$ cat src/rtl/gpio_pkg.sv
// Shared definitions for the GPIO controller: register offsets and the pin limit.
package gpio_pkg;

  localparam int MAX_WIDTH = 32;

  localparam logic [2:0] GPIO_DATA_OUT = 3'd0;
  localparam logic [2:0] GPIO_DIR      = 3'd1;
  localparam logic [2:0] GPIO_DATA_IN  = 3'd2;
  localparam logic [2:0] GPIO_SET      = 3'd3;
  localparam logic [2:0] GPIO_CLR      = 3'd4;
  localparam logic [2:0] GPIO_TOG      = 3'd5;
  localparam logic [2:0] GPIO_IRQ_EN   = 3'd6;
  localparam logic [2:0] GPIO_IRQ_STAT = 3'd7;

  // Cycles during which edge detection is masked after reset.
  function automatic logic [2:0] warm_cycles(input int sync_stages);
    return 3'(sync_stages + 1);
  endfunction

endpackage

$ cat src/rtl/gpio_sync.sv
// Multi-stage synchroniser for the asynchronous pad inputs; every stage resets to 0.
module gpio_sync #(
  parameter int WIDTH       = 32,
  parameter int SYNC_STAGES = 2
) (
  input  logic             clk,
  input  logic             rst,
  input  logic [WIDTH-1:0] async_in,
  output logic [WIDTH-1:0] sync_out
);

  logic [SYNC_STAGES-1:0][WIDTH-1:0] stage_q;
  logic [SYNC_STAGES-1:0][WIDTH-1:0] stage_d;

  // Shift the pad sample one stage deeper each cycle.
  always_comb begin
    stage_d = {stage_q[SYNC_STAGES-2:0], async_in};
  end

  // Synchroniser register chain.
  always_ff @(posedge clk) begin
    if (rst) begin
      stage_q <= '0;
    end else begin
      stage_q <= stage_d;
    end
  end

  assign sync_out = stage_q[SYNC_STAGES-1];

endmodule

$ cat src/rtl/gpio_ctrl.sv
// Memory-mapped GPIO controller: direction, atomic set/clear/toggle, synchronised inputs
// and sticky rising-edge interrupt status with a post-reset warm-up mask.
module gpio_ctrl
  import gpio_pkg::*;
#(
  parameter int WIDTH       = 32,
  parameter int SYNC_STAGES = 2
) (
  input  logic             clk,
  input  logic             rst,
  input  logic             sel,
  input  logic             we,
  input  logic [2:0]       addr,
  input  logic [31:0]      wdata,
  output logic [31:0]      rdata,
  output logic             rvalid,
  input  logic [WIDTH-1:0] gpio_in,
  output logic [WIDTH-1:0] gpio_out,
  output logic [WIDTH-1:0] gpio_oe,
  output logic             irq
);

  localparam logic [2:0] WARM_CYCLES = warm_cycles(SYNC_STAGES);

  logic [WIDTH-1:0] data_out_q, data_out_d;
  logic [WIDTH-1:0] dir_q, dir_d;
  logic [WIDTH-1:0] irq_en_q, irq_en_d;
  logic [WIDTH-1:0] irq_stat_q, irq_stat_d;
  logic [WIDTH-1:0] prev_q, prev_d;
  logic [2:0]       warm_cnt_q, warm_cnt_d;
  logic [31:0]      rdata_q, rdata_d;
  logic             rvalid_q, rvalid_d;
  logic             irq_q, irq_d;

  logic [WIDTH-1:0] sync_s;
  logic [WIDTH-1:0] wbits_s;
  logic [WIDTH-1:0] w1c_s;
  logic [WIDTH-1:0] rise_s;
  logic [31:0]      rd_word_s;
  logic             wr_s;
  logic             rd_s;
  logic             warm_done_s;
  logic             wdata_unused_s;

  gpio_sync #(
    .WIDTH       (WIDTH),
    .SYNC_STAGES (SYNC_STAGES)
  ) u_sync (
    .clk      (clk),
    .rst      (rst),
    .async_in (gpio_in),
    .sync_out (sync_s)
  );

  assign wr_s           = sel & we;
  assign rd_s           = sel & ~we;
  assign wbits_s        = wdata[WIDTH-1:0];
  assign wdata_unused_s = ^wdata;
  assign warm_done_s    = (warm_cnt_q == WARM_CYCLES);

  // Edge detection on the synchronised pins, masked until the chain has settled.
  always_comb begin
    prev_d = sync_s;
    rise_s = sync_s & ~prev_q & {WIDTH{warm_done_s}};
    if (warm_done_s) begin
      warm_cnt_d = warm_cnt_q;
    end else begin
      warm_cnt_d = warm_cnt_q + 3'd1;
    end
  end

  // Register write decode; a fresh edge overrides a same-cycle W1C on the same bit.
  always_comb begin
    data_out_d = data_out_q;
    dir_d      = dir_q;
    irq_en_d   = irq_en_q;
    w1c_s      = '0;
    if (wr_s) begin
      case (addr)
        GPIO_DATA_OUT: data_out_d = wbits_s;
        GPIO_DIR:      dir_d      = wbits_s;
        GPIO_SET:      data_out_d = data_out_q | wbits_s;
        GPIO_CLR:      data_out_d = data_out_q & ~wbits_s;
        GPIO_TOG:      data_out_d = data_out_q ^ wbits_s;
        GPIO_IRQ_EN:   irq_en_d   = wbits_s;
        GPIO_IRQ_STAT: w1c_s      = wbits_s;
        default:       w1c_s      = '0;
      endcase
    end else begin
      w1c_s = '0;
    end
    irq_stat_d = (irq_stat_q & ~w1c_s) | rise_s;
  end

  // Read mux, registered read data/valid and interrupt level.
  always_comb begin
    rd_word_s = '0;
    case (addr)
      GPIO_DATA_OUT: rd_word_s[WIDTH-1:0] = data_out_q;
      GPIO_DIR:      rd_word_s[WIDTH-1:0] = dir_q;
      GPIO_DATA_IN:  rd_word_s[WIDTH-1:0] = sync_s;
      GPIO_IRQ_EN:   rd_word_s[WIDTH-1:0] = irq_en_q;
      GPIO_IRQ_STAT: rd_word_s[WIDTH-1:0] = irq_stat_q;
      default:       rd_word_s = '0;
    endcase
    if (rd_s) begin
      rdata_d = rd_word_s;
    end else begin
      rdata_d = rdata_q;
    end
    rvalid_d = rd_s;
    irq_d    = |(irq_stat_q & irq_en_q);
  end

  // State registers.
  always_ff @(posedge clk) begin
    if (rst) begin
      data_out_q <= '0;
      dir_q      <= '0;
      irq_en_q   <= '0;
      irq_stat_q <= '0;
      prev_q     <= '0;
      warm_cnt_q <= 3'd0;
      rdata_q    <= 32'd0;
      rvalid_q   <= 1'b0;
      irq_q      <= 1'b0;
    end else begin
      data_out_q <= data_out_d;
      dir_q      <= dir_d;
      irq_en_q   <= irq_en_d;
      irq_stat_q <= irq_stat_d;
      prev_q     <= prev_d;
      warm_cnt_q <= warm_cnt_d;
      rdata_q    <= rdata_d;
      rvalid_q   <= rvalid_d;
      irq_q      <= irq_d;
    end
  end

  assign rdata    = rdata_q;
  assign rvalid   = rvalid_q;
  assign gpio_out = data_out_q;
  assign gpio_oe  = dir_q;
  assign irq      = irq_q;

endmodule

$ cat config.mk
export PLATFORM = sky130hd
export DESIGN_NAME = gpio_ctrl
export DESIGN_NICKNAME = d
export VERILOG_FILES = /design/src/rtl/gpio_pkg.sv /design/src/rtl/gpio_sync.sv /design/src/rtl/gpio_ctrl.sv
export SDC_FILE = /design/constraint.sdc
export NUM_CORES = 1
export LEC_CHECK = 0
export ABC_CLOCK_PERIOD_IN_PS = 2400
export BUFFER_PORTS_ARGS = -buffer_cell sky130_fd_sc_hd__buf_2
export CAP_MARGIN = 20
export CORE_ASPECT_RATIO = 1.5
export CORE_MARGIN = 4
export CORE_UTILIZATION = 50
export CTS_BUF_LIST = sky130_fd_sc_hd__clkbuf_16
export CTS_CLUSTER_DIAMETER = 30
export CTS_CLUSTER_SIZE = 12
export DETAILED_ROUTE_END_ITERATION = 7
export PLACE_DENSITY = 0.71
export SYNTH_ARGS = -nofsm -noshare
export SYNTH_HDL_FRONTEND = slang
export SYNTH_SLANG_ARGS = --single-unit
$ cat constraint.sdc
create_clock -name clk -period 2.4 [get_ports clk]
set_clock_uncertainty 0.2 [all_clocks]
set_input_delay 0.48 -clock clk [delete_from_list [all_inputs] [get_ports clk]]
set_output_delay 0.48 -clock clk [all_outputs]
set_load 0.02 [all_outputs]
==> results of run 1 <==
## registers in the layout (all words and copies together), names as in the netlist
register and flops:
gpio_oe 32, gpio_out 32, irq 1, irq_en_q 32, irq_stat_q 32, prev_q 32, rdata 32, rvalid 1
u_sync.stage_d 32, u_sync.sync_out 32, warm_cnt_q 3
## layer usage
layer | GRT usage | wire length (µm) | up-vias
met5 | 0 | 0 | -
met4 | 0.144 | 2010 | 0
met1 | 0.332 | 14100 | 5124
met2 | 0.472 | 18000 | 599
met3 | 0.0444 | 2890 | 152
li1 | - | - | 5000
## power by group
part / internal, mW / switching [mW] / total [mW]
sequential: 4.48 / 0.124 / 4.61
combinational: 0.467 / 0.720 / 1.19
clock: 3.67 / 2.13 / 5.80
## layout by cell type (no fill, tap or decap), types with 2 or more instances in the layout
cell	instances
a211oi_1	31
clkinv_2	2
buf_12	6
dlygate4sd3_1	33
clkinvlp_4	2
clkinv_1	4
nor2_1	98
nor2b_1	96
mux2i_1	3
a221oi_1	58
o21ai_0	6
clkinv_4	5
buf_4	46
and2_1	4
a22o_1	33
nand2b_1	2
dfxtp_1	261
buf_2	166
inv_8	2
a222oi_1	31
mux2_2	4
inv_1	101
bufinv_16	6
nand4_1	4
a21oi_1	129
nand2_1	165
inv_6	7
o22ai_1	31
a22oi_1	16
a221o_1	2
mux2_4	25
clkbuf_16	39
ha_1	66
nand3_1	35
## worst max-delay path: stages (launching register included)
cell and delay (ns):
dfxtp_1 0.34, ha_1 0.15, ha_1 0.25, buf_4 0.45, nand2_1 0.11, nor2_1 0.17, a21oi_1 0.06, nor2_1 0.08
## timing repair
action / in CTS / in global routing
hold buffers: 33 / 0
endpoints found under the hold margin: 33 / 0
resized for setup: 0 / 0
## final cells by class
cell class	count	area share
multi-input cells	856	0.385
flip-flops and latches	261	0.358
repair buffers	252	0.112
clock buffers	39	0.0670
well taps	315	0.0270
inverters	99	0.0255
clock inverters	31	0.0246
diodes	1	0.000172
## through the flow
stage	hold WS, ns	area (µm²)	total power, mW	instances
CTS	0.0287	14600	11.6	1853
global route	0.0407	14600	12.0	1854
finish	0.0475	14600	11.6	1854
floorplan	0.214	11800	5.41	1329
global placement	0.216	12900	5.78	1750
detailed placement	0.222	12900	5.82	1750
## cells by family after synthesis
group	after synthesis	synth area share
adders and majority gates	66	0.0701
buffers and inverters	212	0.0816
and+or+nand+nor	412	0.160
AOI/OAI and AO/OA	343	0.204
muxes	33	0.0392
xor gates and xnor gates	2	0.00212
DFF	261	0.443
## worst max path at each step
stage	from	end	slack, ns
2_1_floorplan	addr[2]	rdata[10]	0.56
3_5_place_dp	addr[2]	gpio_out[7]	0.17
6_report	warm_cnt_q[0]	irq_stat_q[26]	0.52
3_3_place_gp	addr[2]	gpio_out[3]	0.23
5_1_grt	warm_cnt_q[0]	irq_stat_q[15]	0.39
4_1_cts	gpio_out[7]	gpio_out[7]	0.52
==> run summary, run 1 <==
status: finished clean
port buffer count: 168
Mean Syn Cell Area: 8.87 µm²
total CTS buffers: 39
HP Class: input pin to register
routed wire length: 37.0 mm
Rel. slew slack: 0.586
R2R Path Start: warm_cnt_q[0]
CP Capture Type: register
Die H: 196 µm
CTS Sinks: 261
drt wl/cell: 20.0 µm
Storage cell area: 0.00523 mm²
first-iteration detailed-routing DRC count: 1225
layout cell share with drive strength beyond 1: 0.207
initial antenna violation count: 1
number of global-route vias before repair: 10400
area of the multi-input gates: 0.00561 mm²
Arr. time, crit path: 2.14 ns
hold path cells: 3
synth cell count leaders: dfxtp_1 (261), nand2_1 (165), a21oi_1 (130)
pin count of the biggest net entering global routing: 132
clock buffer depth: 3
antenna-violating nets left: 0
Layout area overhead: 23.7%
setup violators final: 0
P_leak: 6.29 nW
Final Hold Viols: 0
top-count cell post-synth: dfxtp_1
via count: 10900
HP Start: wdata[10]
grt total ovfl: 0
Util after Layout: 0.630
post-synth top area share: 0.443
R2R cell count: 7
post-DP HPWL: 24.7 mm
Slew Viols, Final: 0
post-CTS setup buffers: 0
Yosys reg bits: 261
CTS tree: done
Clock Latency Late Sink: 0.53 ns
final worst path period share: 0.784
post-synth top area cell: dfxtp_1
fill cell count: 1999
Core ar.: 0.0231 mm²
Synth Warn #: 0
register area share after synthesis: 0.443
final setup TNS: 0 ns
Synth cell types: 43
Worst Tran Pin Value: 0.620 ns
full die area: 0.0261 mm²
total of max-cap violations: 0
final worst slack: 0.519 ns
R2R setup slack: 0.52 ns
RSZ-0062 raised after global routing: false
row count: 68
fmax: 532 MHz
Netlist Area Pre-Place: 0.0118 mm²
H-tree Lvls: 2
RR Endpoint: irq_stat_q[26]
clk slew on worst S/H paths: 0.05 ns
minimum clock period: 1.88 ns
Crit Path Max Fanout: 32
via/cell ratio: 5.87
DRC violations left: 0
Synth area leaders: dfxtp_1 (44%), ha_1 (7.0%), a21oi_1 (5.5%), nand2_1 (5.3%), nor2b_1 (5.1%)
Peak VDD IR: 0.000584 V
Primary FF master, synth: dfxtp_1
Total GRT Usage: 0.275
Syn Inst Count: 1329
hold endpoint: gpio_oe[10]
syn nets: 1466
Final Wtd Congestion: 0.916
Power Dens Cells: 795 mW/mm²
CTS root buffer: clkbuf_16
CP Class: register to register
Post-synth EDFFs: 0
ys async rst share: 0
dpl ws: 0.168 ns
IO Pins: 169
CP required: 2.65 ns
first-pass GRT wire length: 57.5 mm
Post-layout nets: 1646
Initial Util: 0.509
Die Wd: 133 µm
TritonRoute pass-1 iters: 6
crit start category: register
Power figures use the tool's default switching activity.
==> run 2, diff against run 1 <==
Settings changed: ABC_CLOCK_PERIOD_IN_PS 2400 to 1540, PLACE_DENSITY 0.71 to 0.74.
Clock period 2.4 ns to 1.54 ns, I/O delays scaled along.
==> run 2 against run 1 <==
  * The flow now finishes with violations (setup timing)
  * Die area did not move
  * Critical path depth fell by 1
  * Clock power rose by 55%
  * Clock-buffer cell count did not move
  * Setup slack got worse by 0.73 ns
  * Hold slack got worse by 0.039 ns
  * Combinational power rose by 150%
  * Wire length rose by 33%
  * Register-to-register slack got worse by 0.73 ns
  * Largest power group unchanged
  * Highest routed layer is now met5
==> run summary, run 2 (synthesized netlist as in run 1, its figures left out) <==
status: finished, violations left
violated checks: setup timing
Peak VDD IR: 0.000897 V (+53%)
number of global-route vias before repair: 12700 (+21%)
commonest non-fill, non-tap cell in the layout: dfxtp_1
CP max stage delay: 0.46 ns (about the same)
Initial Util: 0.509 (unchanged)
post-DP HPWL: 26.7 mm (+8.0%)
crit start category: register
setup violators final: 50 (+50)
Crit Path Max Fanout: 2 (-94%)
antenna-violating nets left: 0 (unchanged)
Layout area overhead: 51.7%
Met3 Routed Length: 4.78 mm (+66%)
dpl ws: -0.403 ns (-0.572 ns)
Arr. time, crit path: 1.94 ns (-0.20 ns)
first-pass GRT wire length: 67.9 mm (+18%)
Final Wtd Congestion: 0.875 (-4.5%)
grt total ovfl: 0 (unchanged)
CP Capture Type: register
DRC violations left: 0 (unchanged)
Die H: 196 µm (unchanged)
initial antenna violation count: 1 (unchanged)
Power Dens Cells: 1070 mW/mm² (+34%)
Power, Total: 19.1 mW (+65%)
Total GRT Usage: 0.326 (+0.0501)
n_diodes: 0 (-1)
DRT met1 WL: 16.1 mm (+14%)
Worst Tran Pin Value: 0.534 ns (-0.0867 ns)
Critical-path top delay cell: a222oi_1
CP Class: register to register
via/cell ratio: 6.26 (+6.7%)
via count: 12700 (+17%)
total of max-cap violations: 0 (unchanged)
row count: 68 (unchanged)
port buffer count: 168 (unchanged)
clock buffer depth: 3 (unchanged)
H-tree Lvls: 2 (unchanged)
Util after Layout: 0.773 (+0.143)
CTS tree: done
pin count of the biggest net entering global routing: 100 (-24%)
routed wire length: 49.2 mm (+33%)
Clock Latency Late Sink: 0.53 ns (about the same)
CTS Sinks: 261 (unchanged)
Final Hold Viols: 0 (unchanged)
Highest Signal Layer: met5
Slew Viols, Final: 0 (unchanged)
Rel. slew slack: 0.644 (+0.0578)
placed cell count: 1843 (+5.3%)
TritonRoute pass-1 iters: 7 (+1)
Core ar.: 0.0231 mm² (unchanged)
P_leak: 7.56 nW (+20%)
Non-Filler Instances: 2028 (+9.4%)
first-iteration detailed-routing DRC count: 1794 (+46%)
HP Class: input pin to register
most used cell, CP: inv_2
R2R setup slack: -0.21 ns (-0.73 ns)
full die area: 0.0261 mm² (unchanged)
drt wl/cell: 24.3 µm (+22%)
RSZ-0062 raised after global routing: true
met2 wirelength from detailed routing: 24.3 mm (+35%)
CP required: 1.73 ns (-0.92 ns)
CTS root buffer: clkbuf_16
cells along the critical path: inv_2, ha_4, inv_2, o22ai_1, a222oi_1, a211oi_1
IO Pins: 169 (unchanged)
minimum clock period: 1.75 ns (-0.129 ns)
Final Hold Slack: 0.00881 ns (-0.0387 ns)
layout cell share with drive strength beyond 1: 0.412 (+0.204)
Die Wd: 133 µm (unchanged)
final worst path period share: 1.14 (+0.354)
commonest cells after routing, fill and taps aside: dfxtp_1 (166), nand2_1 (163), buf_4 (162)
final worst slack: -0.212 ns (-0.731 ns)
total CTS buffers: 39 (unchanged)
clk slew on worst S/H paths: 0.06 ns (about the same)
fmax: 571 MHz (+7.3%)
Post-layout nets: 1821 (+11%)
[run 2: cell count changes in the layout (fill, tap and decap cells not counted), sizes merged]
cell / change
bufinv: -1
diode: -1
dlygate4sd3: +34
clkbuf: +1
clkinvlp: +4
inv: -2
buf: +140
clkinv: -1
[run 2: repair_timing]
| item | in CTS | in global routing |
|---|---|---|
| cloned | 0 | 1 |
| buffers inserted | 41 | 14 |
| pin swaps | 8 | 82 |
| hold buffers | 67 | 0 |
| setup endpoints to repair | 128 | 129 |
| hold endpoints to repair | 87 | 0 |
| resized for setup | 261 | 164 |
[run 2: through the flow]
| step | setup TNS, ns | instance area [µm²] |
|---|---|---|
| after floorplan | -4.82 | 12300 |
| after global placement | -41.47 | 14200 |
| after detailed placement | -45.41 | 14200 |
| after CTS | -1.29 | 17100 |
| after global routing | -4.20 | 17900 |
| final | -2.50 | 17900 |
[run 2: report_power, final]
part | internal, mW | switching (mW)
Sequential | 6.97 | 0.199
Combinational | 1.37 | 1.58
Clock | 5.55 | 3.42
Total | 13.9 | 5.20
[run 2: layer usage]
layer,up-vias,GRT usage
li1,5365,-
met1,5969,0.342
met2,1021,0.576
met3,340,0.0654
met4,2,0.230
met5,-,0
[run 2: path summary, 6_finish.rpt]
check                startpoint  depth (start not counted)                   to
max                gpio_out[17]                          6         gpio_out[17]
min                   wdata[18]                          4          gpio_oe[18]
max reg2reg        gpio_out[17]                          6         gpio_out[17]
min reg2reg  u_sync.stage_d[49]                          1  u_sync.sync_out[17]
[run 2: cell type report]
type	count	area, µm²
inverter	99	374
timing repair buffer	427	3910
tap	315	394
clock inverter	31	335
clock buffer	39	976
fill	1346	5260
sequential	261	5410
multi-input combinational	856	6480
[run 2: worst max-delay path, delay by kind of cell, from the launching register on]
| family | cells | cell delay (ns) |
|---|---|---|
| adders and majority gates | 1 | 0.24 |
| buffers and inverters | 2 | 0.11 |
| AOI/OAI and AO/OA | 3 | 0.71 |
| DFF | 1 | 0.35 |
==> run 3, diff against run 2 <==
Settings changed: CORE_UTILIZATION 50 to 52, PLACE_DENSITY 0.74 to 0.76.
==> run 3 against run 2 <==
  * The run ends with DRC, setup timing left
  * Combinational power increased by 5%
  * Clock power increased by 14%
  * Register-to-register slack got worse by 0.14 ns
  * Wire length increased by 7.8%
==> run summary, run 3 (synthesized netlist as in run 1, its figures left out) <==
violated checks: DRC, setup timing
RSZ-0062 raised after global routing: true
port buffer count: 168 (unchanged)
Slew Viols, Final: 0 (unchanged)
Arr. time, crit path: 2.06 ns (+0.12 ns)
status: finished, violations left
via/cell ratio: 6.64 (+6.0%)
Worst Tran Pin Value: 0.700 ns (+0.167 ns)
commonest cells after routing, fill and taps aside: buf_4 (173), dfxtp_1 (162), nand2_1 (161)
setup violators final: 63 (+26%)
Final Hold Viols: 0 (unchanged)
IO Pins: 169 (unchanged)
minimum clock period: 1.90 ns (+0.148 ns)
final worst path period share: 1.23 (+0.0962)
CP Capture Type: register
clk slew on worst S/H paths: 0.07 ns (about the same)
Power Dens Cells: 1120 mW/mm² (+4.9%)
Final Wtd Congestion: 0.887 (+1.3%)
Initial Util: 0.529 (+0.0193)
Power, Total: 20.5 mW (+7.3%)
Total GRT Usage: 0.345 (+0.0195)
Die H: 192 µm (-1.9%)
total CTS buffers: 41 (+5.1%)
first-pass GRT wire length: 68.0 mm (+0.10%)
fill cell count: 1070 (-21%)
clock buffer depth: 3 (unchanged)
Layout area overhead: 55.2%
Final Hold Slack: 0.162 ns (+0.153 ns)
P_leak: 7.76 nW (+2.7%)
via count: 13300 (+5.1%)
Rel. slew slack: 0.533 (-0.111)
drt wl/cell: 26.4 µm (+8.7%)
first-iteration detailed-routing DRC count: 2165 (+21%)
CTS root buffer: clkbuf_16
commonest non-fill, non-tap cell in the layout: buf_4
H-tree Lvls: 2 (unchanged)
Core ar.: 0.0223 mm² (-3.6%)
final worst slack: -0.361 ns (-0.148 ns)
Post-layout nets: 1839 (+0.99%)
n_diodes: 0 (unchanged)
Peak VDD IR: 0.000964 V (+7.5%)
Placed Area: 0.0142 mm² (about the same)
placed cell count: 1811 (-1.7%)
CP required: 1.70 ns (-0.03 ns)
layout cell share with drive strength beyond 1: 0.438 (+0.0265)
Clock Latency Late Sink: 0.54 ns (about the same)
HP Class: input pin to register
full die area: 0.0252 mm² (-3.7%)
CTS Sinks: 261 (unchanged)
crit start category: input pin
routed wire length: 53.0 mm (+7.8%)
CTS tree: done
post-DP HPWL: 26.3 mm (-1.5%)
antenna-violating nets left: 0 (unchanged)
CP Class: input pin to register
Die Wd: 131 µm (-1.8%)
Crit Path Max Fanout: 11 (+9)
pin count of the biggest net entering global routing: 123 (+23%)
DRC violations left: 4 (+4)
initial antenna violation count: 0 (-1)
Non-Filler Instances: 2011 (-0.84%)
total of max-cap violations: 0 (unchanged)
post-route cell area: 0.0183 mm² (+2.3%)
grt total ovfl: 0 (unchanged)
fmax: 526 MHz (-7.8%)
TritonRoute pass-1 iters: 8 (+1)
row count: 67 (-1.5%)
number of global-route vias before repair: 12700 (+0.46%)
## run 3: cell count changes in the layout (fill, tap and decap cells not counted), sizes merged
cell         change
buf             +17
bufinv           +3
clkbuf           +4
clkinv           +3
clkinvlp         -2
dlygate4sd3      -2
inv              -1
## run 3: final timing paths
check	start	endpoint	slack [ns]	depth (start not counted)
worst min register to register	u_sync.stage_d[62]	u_sync.sync_out[30]	0.23	1
worst min-delay path	addr[0]	irq_stat_q[11]	0.16	5
worst max-delay path	addr[1]	gpio_oe[18]	-0.36	8
worst max register to register	irq_stat_q[18]	irq	-0.35	4
## run 3: area by class of cell
cell class                      count  area (µm²)  area share
Clock inverter                     34         454      0.0248
Inverter                           99         384      0.0210
Timing Repair Buffer              443        4060       0.222
Sequential cell                   261        5400       0.295
Tap cell                          276         345      0.0189
Clock buffer                       42        1050      0.0575
Multi-Input combinational cell    856        6600       0.361
## run 3: what timing repair did
item,4_1_cts,5_1_grt
resized for setup,266,189
pin swaps,1,87
gates cloned,1,2
hold buffers,65,0
setup endpoints to repair,107,122
hold endpoints to repair,91,0
buffers inserted,49,15
## run 3: stage by stage
stage	setup slack (ns)	setup TNS, ns	util
2_1_floorplan	-0.0803	-4.82	-
3_3_place_gp	-0.374	-45.49	0.637
3_5_place_dp	-0.439	-49.82	0.637
4_1_cts	-0.0793	-1.37	0.778
5_1_grt	-0.373	-6.13	0.820
6_report	-0.361	-4.07	0.820
## run 3: metal layers
| metal | wire length [µm] | track usage | vias up |
|---|---|---|---|
| met4 | 5340 | 0.258 | 0 |
| met5 | 0 | 0 | - |
| li1 | - | - | 5407 |
| met3 | 5690 | 0.0645 | 471 |
| met2 | 25100 | 0.582 | 1297 |
| met1 | 17000 | 0.378 | 6172 |
## run 3: report_power, final
group	internal (mW)	switching (mW)
logic	1.44	1.67
clock network	6.44	3.73
registers	6.98	0.204
## run 3: critical path, cell delays in order
cell,delay (ns)
buf_2,0.15
buf_12,0.15
nor2_4,0.19
buf_4,0.15
and3_1,0.20
buf_4,0.24
nand2_1,0.10
a21oi_1,0.56
